[config.mk]
export PLATFORM = sky130hd
export DESIGN_NAME = nibble_sequencer_flat
export DESIGN_NICKNAME = d
export VERILOG_FILES = /design/src/rtl/nibble_sequencer_if.sv /design/src/rtl/nibble_sequencer.sv /design/src/flat_wrapper.sv
export SDC_FILE = /design/constraint.sdc
export NUM_CORES = 1
export LEC_CHECK = 0
export ABC_AREA = 1
export CAP_MARGIN = 10
export CORE_MARGIN = 2
export CORE_UTILIZATION = 42
export DETAILED_ROUTE_END_ITERATION = 8
export PLACE_DENSITY_LB_ADDON = 0.25
export SLEW_MARGIN = 20
export SYNTH_ARGS = -nofsm -noshare
export SYNTH_HDL_FRONTEND = slang
export SYNTH_SLANG_ARGS = --single-unit
export TNS_END_PERCENT = 50
[constraint.sdc]
create_clock -name clk -period 1.52 [get_ports clk]
set_input_delay 0.228 -clock clk [delete_from_list [all_inputs] [get_ports clk]]
set_output_delay 0.228 -clock clk [all_outputs]
set_load 0.03 [all_outputs]
[src/rtl/nibble_sequencer_if.sv]
// Word-in / nibble-out stream bundle for the nibble sequencer.
// The master view is the sequencer itself, and the slave view is its environment.
interface nibble_sequencer_if #(
  parameter int CNT_W = 8
);
  logic [15:0]      in_word;
  logic             in_valid;
  logic             in_ready;
  logic [15:0]      mux_in;
  logic [1:0]       mux_sel;
  logic             nib_valid;
  logic             nib_last;
  logic             nib_ready;
  logic [CNT_W-1:0] word_count;

  modport master (
    input  in_word,
    input  in_valid,
    output in_ready,
    output mux_in,
    output mux_sel,
    output nib_valid,
    output nib_last,
    input  nib_ready,
    output word_count
  );

  modport slave (
    output in_word,
    output in_valid,
    input  in_ready,
    input  mux_in,
    input  mux_sel,
    input  nib_valid,
    input  nib_last,
    output nib_ready,
    input  word_count
  );
endinterface

[src/rtl/nibble_sequencer.sv]
// Holds a 16-bit word on the mux input and walks the nibble select.
// Words can follow each other back to back when the source keeps valid high.
module nibble_sequencer #(
  parameter bit MSB_FIRST = 1'b0,
  parameter int CNT_W     = 8
) (
  input  logic                clk,
  input  logic                rst_n,
  nibble_sequencer_if.master  bus
);

  localparam logic [1:0] FIRST = MSB_FIRST ? 2'd3 : 2'd0;
  localparam logic [1:0] LAST  = MSB_FIRST ? 2'd0 : 2'd3;
  localparam logic [1:0] STEP  = MSB_FIRST ? 2'd3 : 2'd1;

  typedef enum logic {
    IDLE,
    SEND
  } state_t;

  state_t           state_q;
  state_t           state_d;
  logic [15:0]      word_q;
  logic [15:0]      word_d;
  logic [1:0]       sel_q;
  logic [1:0]       sel_d;
  logic [CNT_W-1:0] cnt_q;
  logic [CNT_W-1:0] cnt_d;
  logic             valid;
  logic             last;
  logic             xfer;
  logic             ready;
  logic             load;

  // State, held word, select and completed-word count registers
  always_ff @(posedge clk) begin
    if (!rst_n) begin
      state_q <= IDLE;
      word_q  <= '0;
      sel_q   <= FIRST;
      cnt_q   <= '0;
    end else begin
      state_q <= state_d;
      word_q  <= word_d;
      sel_q   <= sel_d;
      cnt_q   <= cnt_d;
    end
  end

  // Handshake decode and next-state selection
  always_comb begin
    valid   = (state_q == SEND);
    last    = valid && (sel_q == LAST);
    xfer    = valid && bus.nib_ready;
    ready   = rst_n && (!valid || (last && bus.nib_ready));
    load    = bus.in_valid && ready;
    state_d = state_q;
    word_d  = word_q;
    sel_d   = sel_q;
    cnt_d   = cnt_q;
    unique case (state_q)
      IDLE: begin
        if (load) begin
          word_d  = bus.in_word;
          sel_d   = FIRST;
          state_d = SEND;
        end
      end
      SEND: begin
        if (xfer && !last) begin
          sel_d = sel_q + STEP;
        end else if (xfer) begin
          cnt_d = cnt_q + CNT_W'(1);
          sel_d = FIRST;
          if (load) begin
            word_d = bus.in_word;
          end else begin
            state_d = IDLE;
          end
        end
      end
      default: state_d = IDLE;
    endcase
  end

  assign bus.in_ready   = ready;
  assign bus.mux_in     = word_q;
  assign bus.mux_sel    = sel_q;
  assign bus.nib_valid  = valid;
  assign bus.nib_last   = last;
  assign bus.word_count = cnt_q;

endmodule
[src/flat_wrapper.sv]
// flat-port wrapper written by rule: the top's interface ports become plain ports
module nibble_sequencer_flat 
#(
  parameter bit MSB_FIRST = 1'b0,
  parameter int CNT_W     = 8
)
  (clk, rst_n, bus_in_word, bus_in_valid, bus_in_ready, bus_mux_in, bus_mux_sel, bus_nib_valid, bus_nib_last, bus_nib_ready, bus_word_count);
  nibble_sequencer_if #(.CNT_W(CNT_W)) bus_i ();
  input  logic clk;
  input  logic rst_n;
  input wire logic [$bits(bus_i.in_word)-1:0] bus_in_word;
  input wire logic [$bits(bus_i.in_valid)-1:0] bus_in_valid;
  output wire logic [$bits(bus_i.in_ready)-1:0] bus_in_ready;
  output wire logic [$bits(bus_i.mux_in)-1:0] bus_mux_in;
  output wire logic [$bits(bus_i.mux_sel)-1:0] bus_mux_sel;
  output wire logic [$bits(bus_i.nib_valid)-1:0] bus_nib_valid;
  output wire logic [$bits(bus_i.nib_last)-1:0] bus_nib_last;
  input wire logic [$bits(bus_i.nib_ready)-1:0] bus_nib_ready;
  output wire logic [$bits(bus_i.word_count)-1:0] bus_word_count;
  assign bus_i.in_word = bus_in_word;
  assign bus_i.in_valid = bus_in_valid;
  assign bus_in_ready = bus_i.in_ready;
  assign bus_mux_in = bus_i.mux_in;
  assign bus_mux_sel = bus_i.mux_sel;
  assign bus_nib_valid = bus_i.nib_valid;
  assign bus_nib_last = bus_i.nib_last;
  assign bus_i.nib_ready = bus_nib_ready;
  assign bus_word_count = bus_i.word_count;
  nibble_sequencer #(.MSB_FIRST(MSB_FIRST), .CNT_W(CNT_W)) u_core (.clk(clk), .rst_n(rst_n), .bus(bus_i));
endmodule
======== Yosys cells after proc, flatten, opt, wreduce, memory -nomap -nowiden ========
Index checks and enable logic that the tools add are counted.
storage, ports and cells
  bits of input ports ..................... 20
  output and inout port bits .............. 29
  flip-flop bits (word level) ............. 27
  logic and storage cells ................. 37
operators by class
  add/subtract/negate cells ............... 2
  reduce and logical (&&, ||, !) cells .... 12
  equal/unequal tests ..................... 5
  multiplexer cells ....................... 12
  bitwise operators ....................... 2
operators by type and width
  operator                                        count
  2-to-1 mux 16 bit                               3
  case mux 16 bit (2 select lines)                1
  adder 8 x 1 -> 8 bit (second input constant)    1
  logical AND 1 bit                               6
  2-to-1 mux 2 bit                                3
  != test 2 bit (second input constant)           2
  case mux 2 bit (2 select lines)                 1
  AND reduction 2 bit                             2
  2-to-1 mux 1 bit                                3
  != test 3 bit (second input constant)           1
  AND reduction 3 bit                             1
  adder 2 x 1 -> 2 bit (second input constant)    1
  equality test 2 bit (second input constant)     1
  zero test 1 bit                                 2
  != test 2 x 1 -> 1 bit (second input constant)  1
  NOT 1 bit                                       2
  case mux 1 bit (2 select lines)                 1
  logical OR 1 bit                                1

======== Longest topological paths before layout ========
  word-level depth ........................ 10
  mapped depth ............................ 9
  depth with buffers taken out ............ 9

======== Least setup slack after synthesis ========
OpenSTA, ideal clock, no wires.
  kind .................................... flip-flop to output port
  start ................................... reg u_core.sel_q[0] (netlist: u_core.bus.mux_sel[0])
  end ..................................... out bus_in_ready
  path slack .............................. -0.171 ns
  stages on the path, launching flop included .. 7
  required time ........................... 1.292 ns
  buffers on the path ..................... 1
  arrival time ............................ 1.463 ns
  cells stage by stage .................... dfxtp_1 ha_1 inv_1 nor2_8 inv_6 a21oi_4 buf_6
on the way
  word-level cells in the longest chain between the ends .. 5
ends and longest elaborated chain
  element                 line                    RTL
  start, declared         nibble_sequencer.sv:25  logic [1:0] sel_q;
  start signal, assigned  nibble_sequencer.sv:45  sel_q <= sel_d;
  equality test 2 bit     nibble_sequencer.sv:53  last = valid && (sel_q == LAST);
  logical AND 1 bit       nibble_sequencer.sv:53
  logical AND 1 bit       nibble_sequencer.sv:55  ready = rst_n && (!valid || (last && bus.nib_ready));
  logical OR 1 bit        nibble_sequencer.sv:55
  logical AND 1 bit       nibble_sequencer.sv:55
  end, declared           flat_wrapper.sv:13      output wire logic [$bits(bus_i.in_ready)-1:0] bus_in_ready;
Every way passes these cells.

======== Final worst setup path ========
Same ends and word-level chain as after synthesis.

==> impl_table.tex <==
\begin{tabular}{lr}
\hline
Metric & Value \\
\hline
\multicolumn{2}{l}{\textbf{Die}} \\
Vert. Die Dim & 57.17 um \\
Boundary pin count & 49 \\
Die outline width & 57.17 um \\
Number of placement rows & 19 \\
Floorplan die area & 0.003268 mm\^{}2 \\
CORE AREA & 0.002710 mm\^{}2 \\
Starting Density & 0.4381 \\
\multicolumn{2}{l}{\textbf{STA}} \\
Post-layout worst setup margin & -0.04689 ns \\
Slew at the pin closest to its max-slew limit & 0.3272 ns \\
Post-layout min period & 1.567 ns \\
Layout Skew & 0.009499 ns \\
Setup-violating endpoint count in the final report & 1 \\
Slew headroom & 0.7828 \\
Accumulated negative setup slack & -0.04689 ns \\
Final cycle utilization of the critical path & 1.031 \\
Max-slew violation count & 0 \\
Hold violation total from the final report & 0 \\
Unrepaired setup endpoints after global routing & yes \\
Peak Freq & 638.2 MHz \\
\multicolumn{2}{l}{\textbf{Layout}} \\
Fraction of final layout cells sized beyond drive strength 1 & 0.1574 \\
P\&R area growth vs syn & 52.37\% \\
Number of standard cells in the layout, taps in and fillers out & 247 \\
\# nets final & 239 \\
Diode insertion count for antenna repair & 0 \\
Design Area, Final & 0.001809 mm\^{}2 \\
\multicolumn{2}{l}{\textbf{Detailed routing}} \\
Violation count after the first detailed-route iteration & 15 \\
DRC violation count after routing & 0 \\
WL/cell & 12.32 um \\
Antenna Nets Post-Route & 0 \\
Detailed-route wire length & 3042 um \\
Length of the first detailed-routing pass in iterations & 4 \\
Via density per instance & 5.008 \\
Via Count & 1237 \\
\multicolumn{2}{l}{\textbf{GRT}} \\
First-pass GRT wire length & 5278 um \\
GRT Util Overall & 0.2010 \\
Largest net degree at the start of global routing & 17 \\
Initial antenna violation count & 0 \\
Congestion Overflow GR & 0 \\
Vias in the first global route & 1239 \\
\multicolumn{2}{l}{\textbf{Clocking}} \\
Insertion delay of the later-clocked pin in the worst-skew pair & 0.33 ns \\
Clock Tree Buf Depth & 2 \\
Root Buffer & clkbuf\_4 \\
Clock-pin slew reported for the worst setup and hold paths after clock tree synthesis & 0.16 ns \\
CTS tree & yes \\
Maximum level of the CTS H-tree & 1 \\
Hold Buf Count CTS & 0 \\
Total clock buffers created by CTS & 3 \\
Sinks on Clock Net & 27 \\
\multicolumn{2}{l}{\textbf{Critical path}} \\
CP max-delay cell & dfxtp\_4 \\
Endpoint arrival time on the critical path & 1.34 ns \\
Chain of cells forming the critical path & ha\_4 > inv\_4 > nor2\_8 > inv\_6 > a21oi\_4 > buf\_6 \\
Number of cells on the critical path & 6 \\
Type of the setup path with the least slack & reg2out \\
End of the critical path & bus\_in\_ready \\
Required time at the worst-slack endpoint & 1.29 ns \\
Number of cell instances on the worst register-to-register path & 10 \\
Max Fanout on Critical Path & 3 \\
CP startpoint & u\_core.bus.mux\_sel[0] \\
Worst Path Buf+Inv & 3 \\
Longest individual stage delay on the worst path & 0.40 ns \\
Cell family contributing the most delay on the critical path & flip-flops \\
Worst R2R Setup Slack & 0.17 ns \\
Crit Reg-Reg Endpoint & u\_core.bus.word\_count[5] \\
Worst setup SP type & register \\
Startpoint of the worst register-to-register path & u\_core.bus.mux\_sel[0] \\
Type of destination of the critical path & primary output \\
\multicolumn{2}{l}{\textbf{Logic synthesis}} \\
Count of yosys warnings during synthesis & 0 \\
Yosys reg bits & 27 \\
Share of the yosys chip area belonging to registers & 0.4552 \\
Count of different cell masters after synthesis & 23 \\
Post-Syn Area & 0.001187 mm\^{}2 \\
Syn\_nets & 176 \\
Mean Syn Cell Area & 7.710 um\^{}2 \\
Post-Syn Instances & 154 \\
\multicolumn{2}{l}{\textbf{Power}} \\
Power density of the placed cells & 759.6 mW/mm\^{}2 \\
Worst supply voltage drop on vdd & 0.0005596 V \\
Leakage component of the power & 0.9228 nW \\
\multicolumn{2}{l}{\textbf{Run status}} \\
Violated checks & negative setup slack \\
Result of the run & finished with violations \\
\multicolumn{2}{l}{\textbf{Placed design}} \\
Quantity of I/O buffers inserted on ports & 48 \\
Placed cell count & 240 \\
Post-detail-place hpwl & 2300 um \\
Cell area reported after detailed placement & 0.001768 mm\^{}2 \\
GPL Wtd Cong & 0.7695 \\
\multicolumn{2}{l}{\textbf{Min path}} \\
Hold WC Path Type & in2reg \\
Worst hold path stage count & 3 \\
\multicolumn{2}{l}{\textbf{Flow run}} \\
Max-cap violations & 0 \\
\hline
\end{tabular}
through the flow:
step,hold slack (ns),util,power (mW),worst slack [ns]
6_report,0.4315,0.6676,1.374,-0.04689
5_1_grt,0.4340,0.6676,1.431,-0.1139
4_1_cts,0.4257,0.6676,1.378,-0.04719
3_5_place_dp,0.4537,0.6524,1.071,-0.05212
3_3_place_gp,0.4449,0.6524,1.065,-0.002298
2_1_floorplan,0.3664,-,0.9237,0.01058
state kept, by name (all words and copies together), names as in the netlist:
signal,cells
u_core.bus.mux_in,16
u_core.bus.word_count,8
u_core.bus.mux_sel,2
u_core.bus.nib_valid,1
report_power, final:
group	leakage, nW	total [mW]	internal [mW]	switching, mW
Clock	0.0183	0.331	0.103	0.228
Combinational	0.682	0.283	0.123	0.160
Sequential	0.222	0.760	0.740	0.0200
Total	0.923	1.37	0.966	0.408
synth_stat cells:
master / count / area, um^2
nand2_1: 39 / 146.4
nand3_1: 37 / 185.2
dfxtp_1: 27 / 540.5
inv_1: 12 / 45.04
nor2_1: 9 / 33.78
a21oi_1: 8 / 40.04
buf_6: 2 / 22.52
clkbuf_1: 2 / 7.510
ha_1: 2 / 25.02
nor3_1: 2 / 10.01
o21ai_0: 2 / 10.01
a211oi_1: 1 / 7.510
a21oi_4: 1 / 16.27
and3_2: 1 / 7.510
buf_2: 1 / 5.000
clkbuf_4: 1 / 7.510
inv_6: 1 / 8.760
nand2_2: 1 / 6.260
nand2_4: 1 / 11.26
nand3_4: 1 / 17.52
nand3b_1: 1 / 7.510
nand4_1: 1 / 6.260
nor2_8: 1 / 20.02
worst reg2reg max path: stages, from the launching register on:
cell and delay [ns]:
dfxtp_4 0.40, ha_4 0.15, inv_4 0.05, nor2_8 0.10, buf_4 0.13, nand2_1 0.04
nor2_1 0.18, nand2_1 0.07, nand2_1 0.07, inv_1 0.04, nor2_1 0.08
worst min path at each step:
| stage | end | startpoint | slack, ns |
|---|---|---|---|
| after CTS | u_core.bus.mux_in[15] | bus_in_word[15] | 0.43 |
| after global placement | u_core.bus.mux_sel[0] | u_core.bus.mux_sel[0] | 0.44 |
| final | u_core.bus.mux_in[15] | bus_in_word[15] | 0.43 |
| after detailed placement | u_core.bus.mux_sel[0] | u_core.bus.mux_sel[0] | 0.45 |
| after floorplan | u_core.bus.mux_in[10] | bus_in_word[10] | 0.37 |
| after global routing | u_core.bus.mux_in[14] | bus_in_word[14] | 0.43 |
metal layers:
layer / share of wire / vias up / track usage
met5: 0 / - / 0
met4: 0.0043 / 0 / 0.07309
met3: 0.047 / 2 / 0.02948
met2: 0.55 / 31 / 0.3859
met1: 0.39 / 572 / 0.2214
li1: - / 632 / -
placed cells by master, fill, tap and decap left out, drive strengths merged:
cell type and count:
ha 2, nand3 38, dfxtp 27, nor2 10, a21oi 9, o21ai 2
nor3 2, inv 14, a211oi 1, and3 1, buf 17, nand2 41
dlygate4sd2 27, nand4 1, clkdlybuf4s15 1, clkbuf 3, clkdlybuf4s50 19, nand3b 1
logic make-up after synthesis:
logic type | after synthesis | synth area share
adders and majority gates | 2 | 0.02107
AOI/OAI and AO/OA | 12 | 0.06218
and+or+nand+nor | 94 | 0.3804
buffers and inverters | 19 | 0.08114
DFF | 27 | 0.4552
repair_timing:
| action | CTS | global route |
|---|---|---|
| endpoints found under the hold margin | 0 | 0 |
| gates resized for setup | 36 | 0 |
| pin swaps | 1 | 0 |
| setup buffers | 3 | 0 |
| endpoints found under the setup margin | 29 | 1 |
layout make-up:
type,instances,area [um^2]
fillers,251,900.9
repair buffers,64,573.1
multi-input cells,108,563.0
flip-flops and latches,27,549.3
inverters,13,56.30
well taps,31,38.79
clock buffers,3,22.52
clock inverters,1,6.256
Note: power is estimated with default switching activity, not from simulation.
